### src/rtl/pipe_sb_pkg.sv
// Shared constants and helpers for the decode-stage hazard scoreboard.
// Default parameter values, bypass-select encodings and the saturating decrement.
package pipe_sb_pkg;

  localparam int NREG_DEF    = 32;
  localparam int AW_DEF      = 5;
  localparam int LAT_W_DEF   = 3;
  localparam int MAX_LAT_DEF = 7;

  localparam logic FWD_REG = 1'b0;
  localparam logic FWD_BYP = 1'b1;

  // Counter step toward zero; a zero counter stays at zero.
  function automatic logic [LAT_W_DEF-1:0] sat_dec(input logic [LAT_W_DEF-1:0] v);
    return (v == '0) ? v : v - 1'b1;
  endfunction

endpackage

### src/rtl/pipe_sb_if.sv
// Decode-stage <-> scoreboard signal bundle.
// Handshake: D_Valid offers an instruction, ~Stall accepts it, Issue marks the cycle it is
// consumed; Flush cancels the offer and the instruction issued the cycle before.
interface pipe_sb_if #(
  parameter int NREG  = pipe_sb_pkg::NREG_DEF,
  parameter int AW    = pipe_sb_pkg::AW_DEF,
  parameter int LAT_W = pipe_sb_pkg::LAT_W_DEF
);
  logic             D_Valid;
  logic [AW-1:0]    D_Rs;
  logic [AW-1:0]    D_Rt;
  logic             D_UseRs;
  logic             D_UseRt;
  logic             D_Wreg;
  logic [AW-1:0]    D_Rd;
  logic [LAT_W-1:0] D_Lat;
  logic             D_Long;
  logic             Flush;
  logic             Stall;
  logic             Issue;
  logic             FwdA;
  logic             FwdB;
  logic             Busy;
  logic [NREG-1:0]  Pending;

  modport master (
    output D_Valid, D_Rs, D_Rt, D_UseRs, D_UseRt, D_Wreg, D_Rd, D_Lat, D_Long, Flush,
    input  Stall, Issue, FwdA, FwdB, Busy, Pending
  );

  modport slave (
    input  D_Valid, D_Rs, D_Rt, D_UseRs, D_UseRt, D_Wreg, D_Rd, D_Lat, D_Long, Flush,
    output Stall, Issue, FwdA, FwdB, Busy, Pending
  );
endinterface

### src/rtl/pipe_sb_entry.sv
// One register's pending-latency counter plus the shadow value needed to undo
// the most recent write to it when that write is flushed.
module pipe_sb_entry
  import pipe_sb_pkg::*;
#(
  parameter int LAT_W = LAT_W_DEF
) (
  input  logic             clk,
  input  logic             rst_n,
  input  logic             load,
  input  logic             restore,
  input  logic [LAT_W-1:0] lat,
  output logic [LAT_W-1:0] rem
);

  logic [LAT_W-1:0] prv;

  // prv holds what rem would have counted down to had the load not happened,
  // so a restore one cycle later steps it once more.
  always_ff @(posedge clk or negedge rst_n) begin
    if (!rst_n) begin
      rem <= '0;
      prv <= '0;
    end else if (restore) begin
      rem <= sat_dec(prv);
    end else if (load) begin
      prv <= sat_dec(rem);
      rem <= lat;
    end else begin
      rem <= sat_dec(rem);
    end
  end

endmodule

### src/rtl/pipe_scoreboard.sv
// Decode-stage hazard scoreboard: per-register pending latency, one shared long-latency
// unit, combinational stall/bypass decisions and one-deep flush undo.
module pipe_scoreboard
  import pipe_sb_pkg::*;
#(
  parameter int NREG    = NREG_DEF,
  parameter int AW      = AW_DEF,
  parameter int LAT_W   = LAT_W_DEF,
  parameter int MAX_LAT = MAX_LAT_DEF
) (
  input  logic     Clk,
  input  logic     Clrn,
  pipe_sb_if.slave sb
);

  logic [LAT_W-1:0] rem [NREG];
  logic [LAT_W-1:0] eff_lat;
  logic [LAT_W-1:0] rem_rs, rem_rt, rem_rd;
  logic [LAT_W-1:0] ucnt, lprv_u;
  logic             lv, llong;
  logic [AW-1:0]    lrd;
  logic             raw_a, raw_b, waw, unit_busy, stall, issue;
  logic [NREG-1:1]  ld_en, rs_en;
  logic [NREG-1:0]  pending;

  // A zero latency behaves as single-cycle; anything past MAX_LAT is clamped.
  always_comb begin
    eff_lat = sb.D_Lat;
    if (sb.D_Lat == '0) eff_lat = LAT_W'(1);
    else if (sb.D_Lat > LAT_W'(MAX_LAT)) eff_lat = LAT_W'(MAX_LAT);
  end

  assign rem[0] = '0;

  genvar r;
  generate
    for (r = 1; r < NREG; r++) begin : g_entry
      assign ld_en[r] = issue & sb.D_Wreg & (sb.D_Rd == AW'(r));
      assign rs_en[r] = sb.Flush & lv & (lrd == AW'(r));
      pipe_sb_entry #(.LAT_W(LAT_W)) u_entry (
        .clk     (Clk),
        .rst_n   (Clrn),
        .load    (ld_en[r]),
        .restore (rs_en[r]),
        .lat     (eff_lat),
        .rem     (rem[r])
      );
    end
  endgenerate

  assign rem_rs = rem[sb.D_Rs];
  assign rem_rt = rem[sb.D_Rt];
  assign rem_rd = rem[sb.D_Rd];

  // Register 0 always reads as zero, so it never creates a hazard.
  assign raw_a     = sb.D_UseRs & (sb.D_Rs != '0) & (rem_rs > LAT_W'(1));
  assign raw_b     = sb.D_UseRt & (sb.D_Rt != '0) & (rem_rt > LAT_W'(1));
  assign waw       = sb.D_Wreg & (sb.D_Rd != '0) & (eff_lat < rem_rd);
  assign unit_busy = sb.D_Long & (ucnt > LAT_W'(1));

  assign stall = sb.D_Valid & (raw_a | raw_b | waw | unit_busy);
  assign issue = sb.D_Valid & ~stall & ~sb.Flush;

  assign sb.Stall = stall;
  assign sb.Issue = issue;
  assign sb.FwdA  = (sb.D_Valid & sb.D_UseRs & (sb.D_Rs != '0) & (rem_rs == LAT_W'(1)))
                    ? FWD_BYP : FWD_REG;
  assign sb.FwdB  = (sb.D_Valid & sb.D_UseRt & (sb.D_Rt != '0) & (rem_rt == LAT_W'(1)))
                    ? FWD_BYP : FWD_REG;
  assign sb.Busy  = (ucnt != '0);

  always_comb begin
    pending = '0;
    for (int i = 1; i < NREG; i++) pending[i] = (rem[i] != '0);
  end
  assign sb.Pending = pending;

  // Shared long unit and the record of last cycle's issue used to undo it on Flush.
  always_ff @(posedge Clk or negedge Clrn) begin
    if (!Clrn) begin
      ucnt   <= '0;
      lprv_u <= '0;
      lv     <= 1'b0;
      lrd    <= '0;
      llong  <= 1'b0;
    end else begin
      lv    <= issue & sb.D_Wreg & (sb.D_Rd != '0);
      lrd   <= sb.D_Rd;
      llong <= issue & sb.D_Long;
      if (sb.Flush & llong) begin
        ucnt <= sat_dec(lprv_u);
      end else if (issue & sb.D_Long) begin
        lprv_u <= sat_dec(ucnt);
        ucnt   <= eff_lat;
      end else begin
        ucnt <= sat_dec(ucnt);
      end
    end
  end

endmodule

### src/flat_wrapper.sv
// flat-port wrapper written by rule: the top's interface ports become plain ports
module pipe_scoreboard_flat import pipe_sb_pkg::*;
#(
  parameter int NREG    = NREG_DEF,
  parameter int AW      = AW_DEF,
  parameter int LAT_W   = LAT_W_DEF,
  parameter int MAX_LAT = MAX_LAT_DEF
)
  (Clk, Clrn, sb_D_Valid, sb_D_Rs, sb_D_Rt, sb_D_UseRs, sb_D_UseRt, sb_D_Wreg, sb_D_Rd, sb_D_Lat, sb_D_Long, sb_Flush, sb_Stall, sb_Issue, sb_FwdA, sb_FwdB, sb_Busy, sb_Pending);
  pipe_sb_if #(.NREG(NREG), .AW(AW), .LAT_W(LAT_W)) sb_i ();
  input  logic Clk;
  input  logic Clrn;
  input wire logic [$bits(sb_i.D_Valid)-1:0] sb_D_Valid;
  input wire logic [$bits(sb_i.D_Rs)-1:0] sb_D_Rs;
  input wire logic [$bits(sb_i.D_Rt)-1:0] sb_D_Rt;
  input wire logic [$bits(sb_i.D_UseRs)-1:0] sb_D_UseRs;
  input wire logic [$bits(sb_i.D_UseRt)-1:0] sb_D_UseRt;
  input wire logic [$bits(sb_i.D_Wreg)-1:0] sb_D_Wreg;
  input wire logic [$bits(sb_i.D_Rd)-1:0] sb_D_Rd;
  input wire logic [$bits(sb_i.D_Lat)-1:0] sb_D_Lat;
  input wire logic [$bits(sb_i.D_Long)-1:0] sb_D_Long;
  input wire logic [$bits(sb_i.Flush)-1:0] sb_Flush;
  output wire logic [$bits(sb_i.Stall)-1:0] sb_Stall;
  output wire logic [$bits(sb_i.Issue)-1:0] sb_Issue;
  output wire logic [$bits(sb_i.FwdA)-1:0] sb_FwdA;
  output wire logic [$bits(sb_i.FwdB)-1:0] sb_FwdB;
  output wire logic [$bits(sb_i.Busy)-1:0] sb_Busy;
  output wire logic [$bits(sb_i.Pending)-1:0] sb_Pending;
  assign sb_i.D_Valid = sb_D_Valid;
  assign sb_i.D_Rs = sb_D_Rs;
  assign sb_i.D_Rt = sb_D_Rt;
  assign sb_i.D_UseRs = sb_D_UseRs;
  assign sb_i.D_UseRt = sb_D_UseRt;
  assign sb_i.D_Wreg = sb_D_Wreg;
  assign sb_i.D_Rd = sb_D_Rd;
  assign sb_i.D_Lat = sb_D_Lat;
  assign sb_i.D_Long = sb_D_Long;
  assign sb_i.Flush = sb_Flush;
  assign sb_Stall = sb_i.Stall;
  assign sb_Issue = sb_i.Issue;
  assign sb_FwdA = sb_i.FwdA;
  assign sb_FwdB = sb_i.FwdB;
  assign sb_Busy = sb_i.Busy;
  assign sb_Pending = sb_i.Pending;
  pipe_scoreboard #(.NREG(NREG), .AW(AW), .LAT_W(LAT_W), .MAX_LAT(MAX_LAT)) u_core (.Clk(Clk), .Clrn(Clrn), .sb(sb_i));
endmodule
### config.mk
export PLATFORM = sky130hd
export DESIGN_NAME = pipe_scoreboard_flat
export DESIGN_NICKNAME = d
export VERILOG_FILES = /design/src/rtl/pipe_sb_pkg.sv /design/src/rtl/pipe_sb_if.sv /design/src/rtl/pipe_sb_entry.sv /design/src/rtl/pipe_scoreboard.sv /design/src/flat_wrapper.sv
export SDC_FILE = /design/constraint.sdc
export NUM_CORES = 1
export LEC_CHECK = 0
export ABC_AREA = 1
export CAP_MARGIN = 20
export CORE_ASPECT_RATIO = 1.25
export CORE_MARGIN = 2
export CORE_UTILIZATION = 63
export DETAILED_ROUTE_END_ITERATION = 10
export PLACE_DENSITY = 0.82
export SKIP_LAST_GASP = 1
export SYNTH_ARGS = -nofsm -noshare
export SYNTH_HDL_FRONTEND = slang
export SYNTH_HIERARCHICAL = 1
export SYNTH_SLANG_ARGS = --single-unit
### constraint.sdc
create_clock -name Clk -period 4 [get_ports Clk]
set_input_delay 0.6 -clock Clk [delete_from_list [all_inputs] [get_ports Clk]]
set_output_delay 0.6 -clock Clk [all_outputs]
set_load 0.02 [all_outputs]
After elaboration in Yosys (flattened, before gate mapping)
Cells that the tools add are included.
{"block": "classes", "addsub": 64, "n_lt_le_gt_ge": 8, "n_eq_ne": 64, "muxes": 141, "bitwise": 123, "n_reduce_logical": 132}
{"cell": "2-to-1 mux 3 bit", "count": 136}
{"cell": "zero test 3 bit", "count": 65}
{"cell": "subtractor 3 x 1 -> 3 bit, second input constant", "count": 64}
{"cell": "== test 5 bit, second input constant", "count": 32}
{"cell": "nonzero test 3 bit", "count": 32}
{"cell": "AND 1 bit", "count": 83}
{"cell": "== test 5 x 4 -> 1 bit, second input constant", "count": 16}
{"cell": "AND reduction 2 bit", "count": 32}
{"cell": "binary-select mux 3 bit (select 5 bit)", "count": 3}
{"cell": "== test 5 x 3 -> 1 bit, second input constant", "count": 8}
{"cell": "NOT 1 bit", "count": 34}
{"cell": "== test 5 x 2 -> 1 bit, second input constant", "count": 4}
{"cell": "greater-or-equal comparator 6 bit, second input constant", "count": 3}
{"cell": "NOT 5 -> 6 bit", "count": 3}
{"cell": "nonzero test 5 bit", "count": 3}
{"cell": "== test 5 x 1 -> 1 bit, second input constant", "count": 2}
{"cell": "greater-than comparator 3 x 1 -> 1 bit, second input constant", "count": 3}
{"cell": "== test 3 x 1 -> 1 bit, second input constant", "count": 2}
{"cell": "greater-than comparator 3 bit, second input constant", "count": 1}
{"cell": "less-than comparator 3 bit", "count": 1}
{"cell": "OR 1 bit", "count": 3}
{"cell": "2-to-1 mux 1 bit", "count": 2}
{"block": "word_totals", "ff_bits": 199, "out_inout_bits": 37, "wordCells": 599}

Depth between registers and ports, before layout
Gate-level depths: netlist of run 1.
{"block": "depth", "ltp_word": 17, "mapped_depth": 26, "depth_no_buf": 24}

By module
Netlist of run 1, hierarchy kept.
{"module": "pipe_sb_entry", "n_inst": 31, "cells_each": 58, "area_each_um2": 415.4, "seq_area_each_um2": 150.1}
{"module": "pipe_scoreboard", "n_inst": 1, "cells_each": 696, "area_each_um2": 3505.9, "seq_area_each_um2": 325.3}

Least setup slack after synthesis of run 1
Ideal clock, no wire load.
{"block": "synth_timing", "kind": "in2reg", "startpoint": "input port sb_D_Rd[0]", "endpoint": "register u_core.g_entry[7].u_entry.rem[1]", "setup_time_ns": 0.117, "arrival_time_ns": 3.499, "slack_ns": 0.385, "cell_stages": 24, "path_cell_list": "buf_2 -> nor2_1 -> clkbuf_1 -> clkbuf_1 -> a22oi_1 -> a21oi_1 -> nor3_1 -> nand2_1 -> o41ai_1 -> ha_1 -> nand2_1 -> inv_1 -> a21oi_1 -> nor2_4 -> nand2_2 -> nor2_4 -> nand2_4 -> buf_6 -> nor2_1 -> inv_2 -> nor2_1 -> nor2_1 -> nand2_1 -> nand2_1"}
{"block": "synth_between", "elab_chain_len": 16}
{"element": "start, declared", "line_no": "flat_wrapper.sv:19", "source": "input wire logic [$bits(sb_i.D_Rd)-1:0] sb_D_Rd;"}
{"element": "NOT 5 -> 6 bit (not written as such)", "line_no": "pipe_scoreboard.sv:53", "source": "assign rem_rd = rem[sb.D_Rd];"}
{"element": "binary-select mux 3 bit (select 5 bit)", "line_no": "pipe_scoreboard.sv:53"}
{"element": "2-to-1 mux 3 bit (not written as such) (2 in a row)", "line_no": "pipe_scoreboard.sv:53"}
{"element": "less-than comparator 3 bit", "line_no": "pipe_scoreboard.sv:58", "source": "assign waw = sb.D_Wreg & (sb.D_Rd != '0) & (eff_lat < rem_rd);"}
{"element": "AND 1 bit", "line_no": "pipe_scoreboard.sv:58"}
{"element": "OR 1 bit (2 in a row)", "line_no": "pipe_scoreboard.sv:61", "source": "assign stall = sb.D_Valid & (raw_a | raw_b | waw | unit_busy);"}
{"element": "AND 1 bit", "line_no": "pipe_scoreboard.sv:61"}
{"element": "NOT 1 bit", "line_no": "pipe_scoreboard.sv:62", "source": "assign issue = sb.D_Valid & ~stall & ~sb.Flush;"}
{"element": "AND 1 bit (2 in a row)", "line_no": "pipe_scoreboard.sv:62"}
{"element": "AND 1 bit", "line_no": "pipe_scoreboard.sv:38", "source": "assign ld_en[r] = issue & sb.D_Wreg & (sb.D_Rd == AW'(r));"}
{"element": "AND 1 bit *", "line_no": "pipe_scoreboard.sv:38"}
{"element": "named net u_core.ld_en (one bit)", "line_no": "pipe_scoreboard.sv:23", "source": "logic [NREG-1:1] ld_en, rs_en;"}
{"element": "2-to-1 mux 3 bit *", "line_no": "pipe_sb_entry.sv:26", "source": "end else if (load) begin"}
{"element": "2-to-1 mux 3 bit *", "line_no": "pipe_sb_entry.sv:24", "source": "end else if (restore) begin"}
{"element": "end signal, assigned", "line_no": "pipe_sb_entry.sv:25", "source": "rem <= sat_dec(prv);"}
{"element": "end signal, assigned", "line_no": "pipe_sb_entry.sv:28", "source": "rem <= lat;"}
{"element": "end signal, assigned", "line_no": "pipe_sb_entry.sv:30", "source": "rem <= sat_dec(rem);"}
{"element": "end, declared", "line_no": "pipe_sb_entry.sv:13", "source": "output logic [LAT_W-1:0] rem"}
Mark *: on every way through the listed nets, which the timed path passes. The rest lies on a longest branch. The select of a mux whose other input is x is not followed.
A chain may end at the register's enable or synchronous reset.

Final worst setup path of run 1
{"block": "layout_timing", "startpoint": "input port sb_D_Rt[0]", "endpoint": "output port sb_FwdB"}
{"block": "layout_between", "elab_chain_len": 7}
{"element": "start, declared", "line_no": "flat_wrapper.sv:15", "source": "input wire logic [$bits(sb_i.D_Rt)-1:0] sb_D_Rt;"}
{"element": "NOT 5 -> 6 bit (not written as such)", "line_no": "pipe_scoreboard.sv:52", "source": "assign rem_rt = rem[sb.D_Rt];"}
{"element": "binary-select mux 3 bit (select 5 bit)", "line_no": "pipe_scoreboard.sv:52"}
{"element": "2-to-1 mux 3 bit (not written as such) (2 in a row)", "line_no": "pipe_scoreboard.sv:52"}
{"element": "== test 3 x 1 -> 1 bit", "line_no": "pipe_scoreboard.sv:68", "source": "assign sb.FwdB = (sb.D_Valid & sb.D_UseRt & (sb.D_Rt != '0) & (rem_rt == LAT_W'(1)))"}
{"element": "AND 1 bit *", "line_no": "pipe_scoreboard.sv:68"}
{"element": "2-to-1 mux 1 bit *", "line_no": "pipe_scoreboard.sv:69", "source": "? FWD_BYP : FWD_REG;"}
{"element": "end, declared", "line_no": "flat_wrapper.sv:26", "source": "output wire logic [$bits(sb_i.FwdB)-1:0] sb_FwdB;"}
Every way passes the cells marked *; elsewhere a longest branch is shown, timed or not. The select of a mux whose other input is x is not followed.

==> flow_summary.yaml, run 1 <==
run_status:
  outcome: "finished, final reports clean"
synth:
  post-synth-top-area-fraction: 0.304
  synth.top_cells.by_count: "820 x sky130_fd_sc_hd__nand2_1, 424 x sky130_fd_sc_hd__inv_1, 278 x sky130_fd_sc_hd__nor2_1"
  cell_types_with_the_largest_area_share_after_synthesis: "sky130_fd_sc_hd__dfrtp_1 30%, sky130_fd_sc_hd__nand2_1 19%, sky130_fd_sc_hd__ha_1 15%"
  synth_seq_cells: 199
  ys_dominant_reg_cell: "sky130_fd_sc_hd__dfrtp_1"
  post-synth-top-count-cell: "sky130_fd_sc_hd__nand2_1"
  synth.yosys.warnings: 6
  ys_types: 44
  syn_area_per_cell_um2: 6.57
  synth_edf_count: 0
  gate_count_after_technology_mapping: 2494
  synthesis.area_um2: 16400
  postSynth.asyncResetShare: 1.00
  synthesis.nets: 2714
  yosys.area.top_type: "sky130_fd_sc_hd__dfrtp_1"
  yosysSeqAreaShare: 0.304
drt:
  route.vias.total: 16600
  drt_wl_total_mm: 49.7
  postRouteAntennaNets: 0
  drt-initial-drc-count: 1332
  detailedRoute.firstPassIterationCount: 6
  post-route-drc-count: 0
  route.detailed.vias_per_inst: 5.52
  route.detailed.wl_per_inst_um: 16.5
finish:
  multi_input_comb_area_um2: 9590
  layout.cells.non_filler: 3009
  area_growth_syn_to_layout_pct: 14.8
  proportion_of_layout_cells_with_a_drive_suffix_above_1: 0.0926
  register_area_um2: 4980
  n_fill_cell: 2111
  final_net_count: 2875
clocking:
  clock_latency_ps: 460
  clock_tree.htree_level_count: 4
  clk_pin_slew_ps: 80
  tritoncts.num_buffers: 17
  post_cts_setup_repair_buffer_count: 0
  tritoncts_num_sinks: 199
  post_cts_hold_buffer_count: 0
  tritoncts: "done"
  clock-root-buffer: "sky130_fd_sc_hd__clkbuf_16"
  cts-root-to-sink-buffers: 2
sta:
  clock-skew-final_ps: 11.5
  transition_time_of_the_tightest_slew_check_pin_ps: 838
  finalHoldWorstSlack_ps: 178
  rel_slew_slack: 0.440
  fmax_mhz: 260
  finalSetupViolations: 0
  finalWorstSetupSlack_ps: 151
  setup_repair_after_global_routing_missed_its_margin: "no"
  slew_viol_final: 0
  timing.final.crit_share: 0.962
  setup-tns-final_ps: 0
  period_minus_slack_ps: 3850
  hold_viol_final: 0
setup_path:
  timing.critical_path.cells: "clkdlybuf4s50_1 > nor2_2 > inv_2 > buf_4 > o22ai_1 > a21oi_1 > o211ai_1 > nand3_1 > o31ai_1 > nand2_1 > nand2_1 > nor4_1 > clkdlybuf4s50_1"
  worst-r2r-setup-slack_ps: 430
  r2r-start: "u_core/g_entry[24].u_entry/rem[2]$_DFF_PN0_"
  worstSetupStartpointType: "input port"
  critical_path_buf_inv_count: 4
  crit_cells: 13
  critPathRequiredTime_ps: 3400
  slowest_cell_delay_on_critical_path_ps: 660
  crit_type: "input port to primary output"
  r2r-end: "u_core/g_entry[21].u_entry/prv[0]$_DFFE_PN0P_"
  crit_arrival_ps: 3250
  timing.reg2reg.worst_path_depth: 20
  critical-path-top-delay-family: "buffers and inverters"
  slowest_stage: "sky130_fd_sc_hd__clkdlybuf4s50_1"
  critical_path_peak_fanout: 8
  endpoint_kind: "primary output"
placed_design:
  hpwlAfterDp_mm: 38.0
  routabilityCongestion: 1.03
  pre_cts_ws_ps: -621
  port-buffer-count: 61
  numPlacedInstances: 2976
grt:
  grt_overflow: 0
  grt_max_degree: 84
  wire_length_of_the_first_global_routing_pass_mm: 80.4
  globalRouteTotalUtil: 0.373
  initial_antenna_violation_count: 2
  first_global_vias: 16400
die:
  dieWidth_um: 148
  floorplan.initialDensity: 0.636
  fp.dieArea_um2: 27300
  placementRows: 66
  floorplan.core_area_um2: 25800
  die_y_um: 184
  ios: 63
power:
  peakVddDrop_mv: 0.351
  leakage_uw: 0.0102
  power.density_cell_area_nw_per_um2: 535
  power.total_uw: 10100
job:
  max_cap_viol_count: 0
hold_path:
  hold_class: "input port to async pin"
layer usage:
metal | vias to the layer above | part of all wire | track usage
li1 | 8008 | - | -
met1 | 7622 | 0.40 | 0.458
met2 | 772 | 0.45 | 0.614
met3 | 212 | 0.087 | 0.0750
met4 | 2 | 0.061 | 0.212
met5 | - | 0.00022 | 0
flip-flops by register name, indices dropped and copies added (netlist names):
| signal | flops |
|---|---|
| u_core/ucnt | 3 |
| u_core/llong | 1 |
| u_core/g_entry.u_entry/prv | 93 |
| u_core/lv | 1 |
| u_core/lrd | 5 |
| u_core/lprv_u | 3 |
| u_core/g_entry.u_entry/rem | 93 |
where the power goes:
| part | internal [uW] | switching, uW |
|---|---|---|
| Clock | 1000 | 855 |
| Sequential | 2490 | 712 |
| Combinational | 1850 | 3150 |
stage by stage:
stage          area, um^2  utilization
3_3_place_gp        18200        0.705
6_report            18800        0.730
5_1_grt             18800        0.730
4_1_cts             18800        0.730
3_5_place_dp        18200        0.705
2_1_floorplan       16400            -
cell type report:
| type | count | share of cell area |
|---|---|---|
| Multi-Input combinational cell | 1808 | 0.510 |
| Sequential cell | 199 | 0.265 |
| Inverter | 460 | 0.0918 |
| Timing Repair Buffer | 169 | 0.0782 |
| Clock buffer | 17 | 0.0226 |
| Tap cell | 340 | 0.0226 |
| Clock inverter | 15 | 0.0101 |
| Antenna cell | 1 | 0.000133 |
how the worst max path moves through the flow:
stage                    start                                          to  slack [ps]
floorplan           sb_D_Rd[0]  u_core/g_entry[7].u_entry/rem[1]$_DFF_PN0_         380
global placement    sb_D_Rd[1]                                    sb_Stall        -580
detailed placement  sb_D_Rd[1]                                    sb_Stall        -620
CTS                 sb_D_Rd[1]                                    sb_Issue           9
global route        sb_D_Rt[0]                                     sb_FwdB           2
finish              sb_D_Rt[0]                                     sb_FwdB         150
cells in the final DEF (no fill, tap or decap), types with 2 or more instances in the layout:
cell / instances
sky130_fd_sc_hd__nand2_1: 820
sky130_fd_sc_hd__inv_1: 423
sky130_fd_sc_hd__nor2_1: 273
sky130_fd_sc_hd__dfrtp_1: 199
sky130_fd_sc_hd__nand3_1: 195
sky130_fd_sc_hd__ha_1: 194
sky130_fd_sc_hd__buf_4: 104
sky130_fd_sc_hd__o21ai_1: 95
sky130_fd_sc_hd__clkdlybuf4s50_1: 54
sky130_fd_sc_hd__a21oi_1: 50
sky130_fd_sc_hd__o21ai_0: 43
sky130_fd_sc_hd__inv_2: 36
sky130_fd_sc_hd__nor2_4: 33
sky130_fd_sc_hd__a22oi_1: 23
sky130_fd_sc_hd__nor2_2: 22
sky130_fd_sc_hd__clkbuf_16: 17
sky130_fd_sc_hd__o211ai_1: 9
sky130_fd_sc_hd__o22ai_1: 8
sky130_fd_sc_hd__nand4_1: 7
sky130_fd_sc_hd__inv_6: 5
sky130_fd_sc_hd__buf_12: 5
sky130_fd_sc_hd__clkinv_2: 4
sky130_fd_sc_hd__bufinv_16: 3
sky130_fd_sc_hd__clkbuf_2: 3
sky130_fd_sc_hd__nor3_1: 3
sky130_fd_sc_hd__or2_2: 3
sky130_fd_sc_hd__a22o_1: 2
sky130_fd_sc_hd__o41ai_1: 2
sky130_fd_sc_hd__nand2_2: 2
sky130_fd_sc_hd__o221ai_1: 2
sky130_fd_sc_hd__o311ai_0: 2
sky130_fd_sc_hd__nor4_1: 2
sky130_fd_sc_hd__a211oi_1: 2
timing repair:
item / in CTS / in global routing
pin swaps: 2 / 3
hold endpoints to repair: 0 / 0
endpoints found under the setup margin: 119 / 144
gates resized for setup: 13 / 14
worst reg2reg max path: stages, from the launching register on:
cell                       delay [ps]
sky130_fd_sc_hd__dfrtp_1          480
sky130_fd_sc_hd__a22oi_1          230
sky130_fd_sc_hd__a21oi_1          100
sky130_fd_sc_hd__or4_1            540
sky130_fd_sc_hd__o32ai_2          130
sky130_fd_sc_hd__ha_1             200
sky130_fd_sc_hd__nor2_1            50
sky130_fd_sc_hd__o211ai_1          80
sky130_fd_sc_hd__a21oi_1           70
sky130_fd_sc_hd__buf_4            150
sky130_fd_sc_hd__nor2_4           120
sky130_fd_sc_hd__nand2_2           70
sky130_fd_sc_hd__buf_4            160
sky130_fd_sc_hd__nor2_4           190
sky130_fd_sc_hd__nand2_4          100
sky130_fd_sc_hd__buf_12           160
sky130_fd_sc_hd__nor2_2           160
sky130_fd_sc_hd__inv_2            100
sky130_fd_sc_hd__nor2_4           180
sky130_fd_sc_hd__nand2_1          110
sky130_fd_sc_hd__o21ai_1          120
logic make-up after synthesis:
group                    synth area share
AND/OR/NAND/NOR                     0.350
buffers and inverters               0.113
AO/OA/AOI/OAI                      0.0842
flip-flops                          0.304
adder cells (fa/ha/maj)             0.148
XOR/XNOR                         0.000535
other                            0.000229
Note: power is estimated with default switching activity, not from simulation.
==> run 2, diff against run 1 <==
--- a/config.mk
+++ b/config.mk
@@ -10,6 +10,7 @@
 export CORE_ASPECT_RATIO = 1.25
 export CORE_MARGIN = 2
 export CORE_UTILIZATION = 63
+export CTS_CLUSTER_DIAMETER = 200
 export DETAILED_ROUTE_END_ITERATION = 10
 export PLACE_DENSITY = 0.82
 export SKIP_LAST_GASP = 1
==> results of run 2 <==
No change in the layout: final DEF, timing and power equal those of run 1.
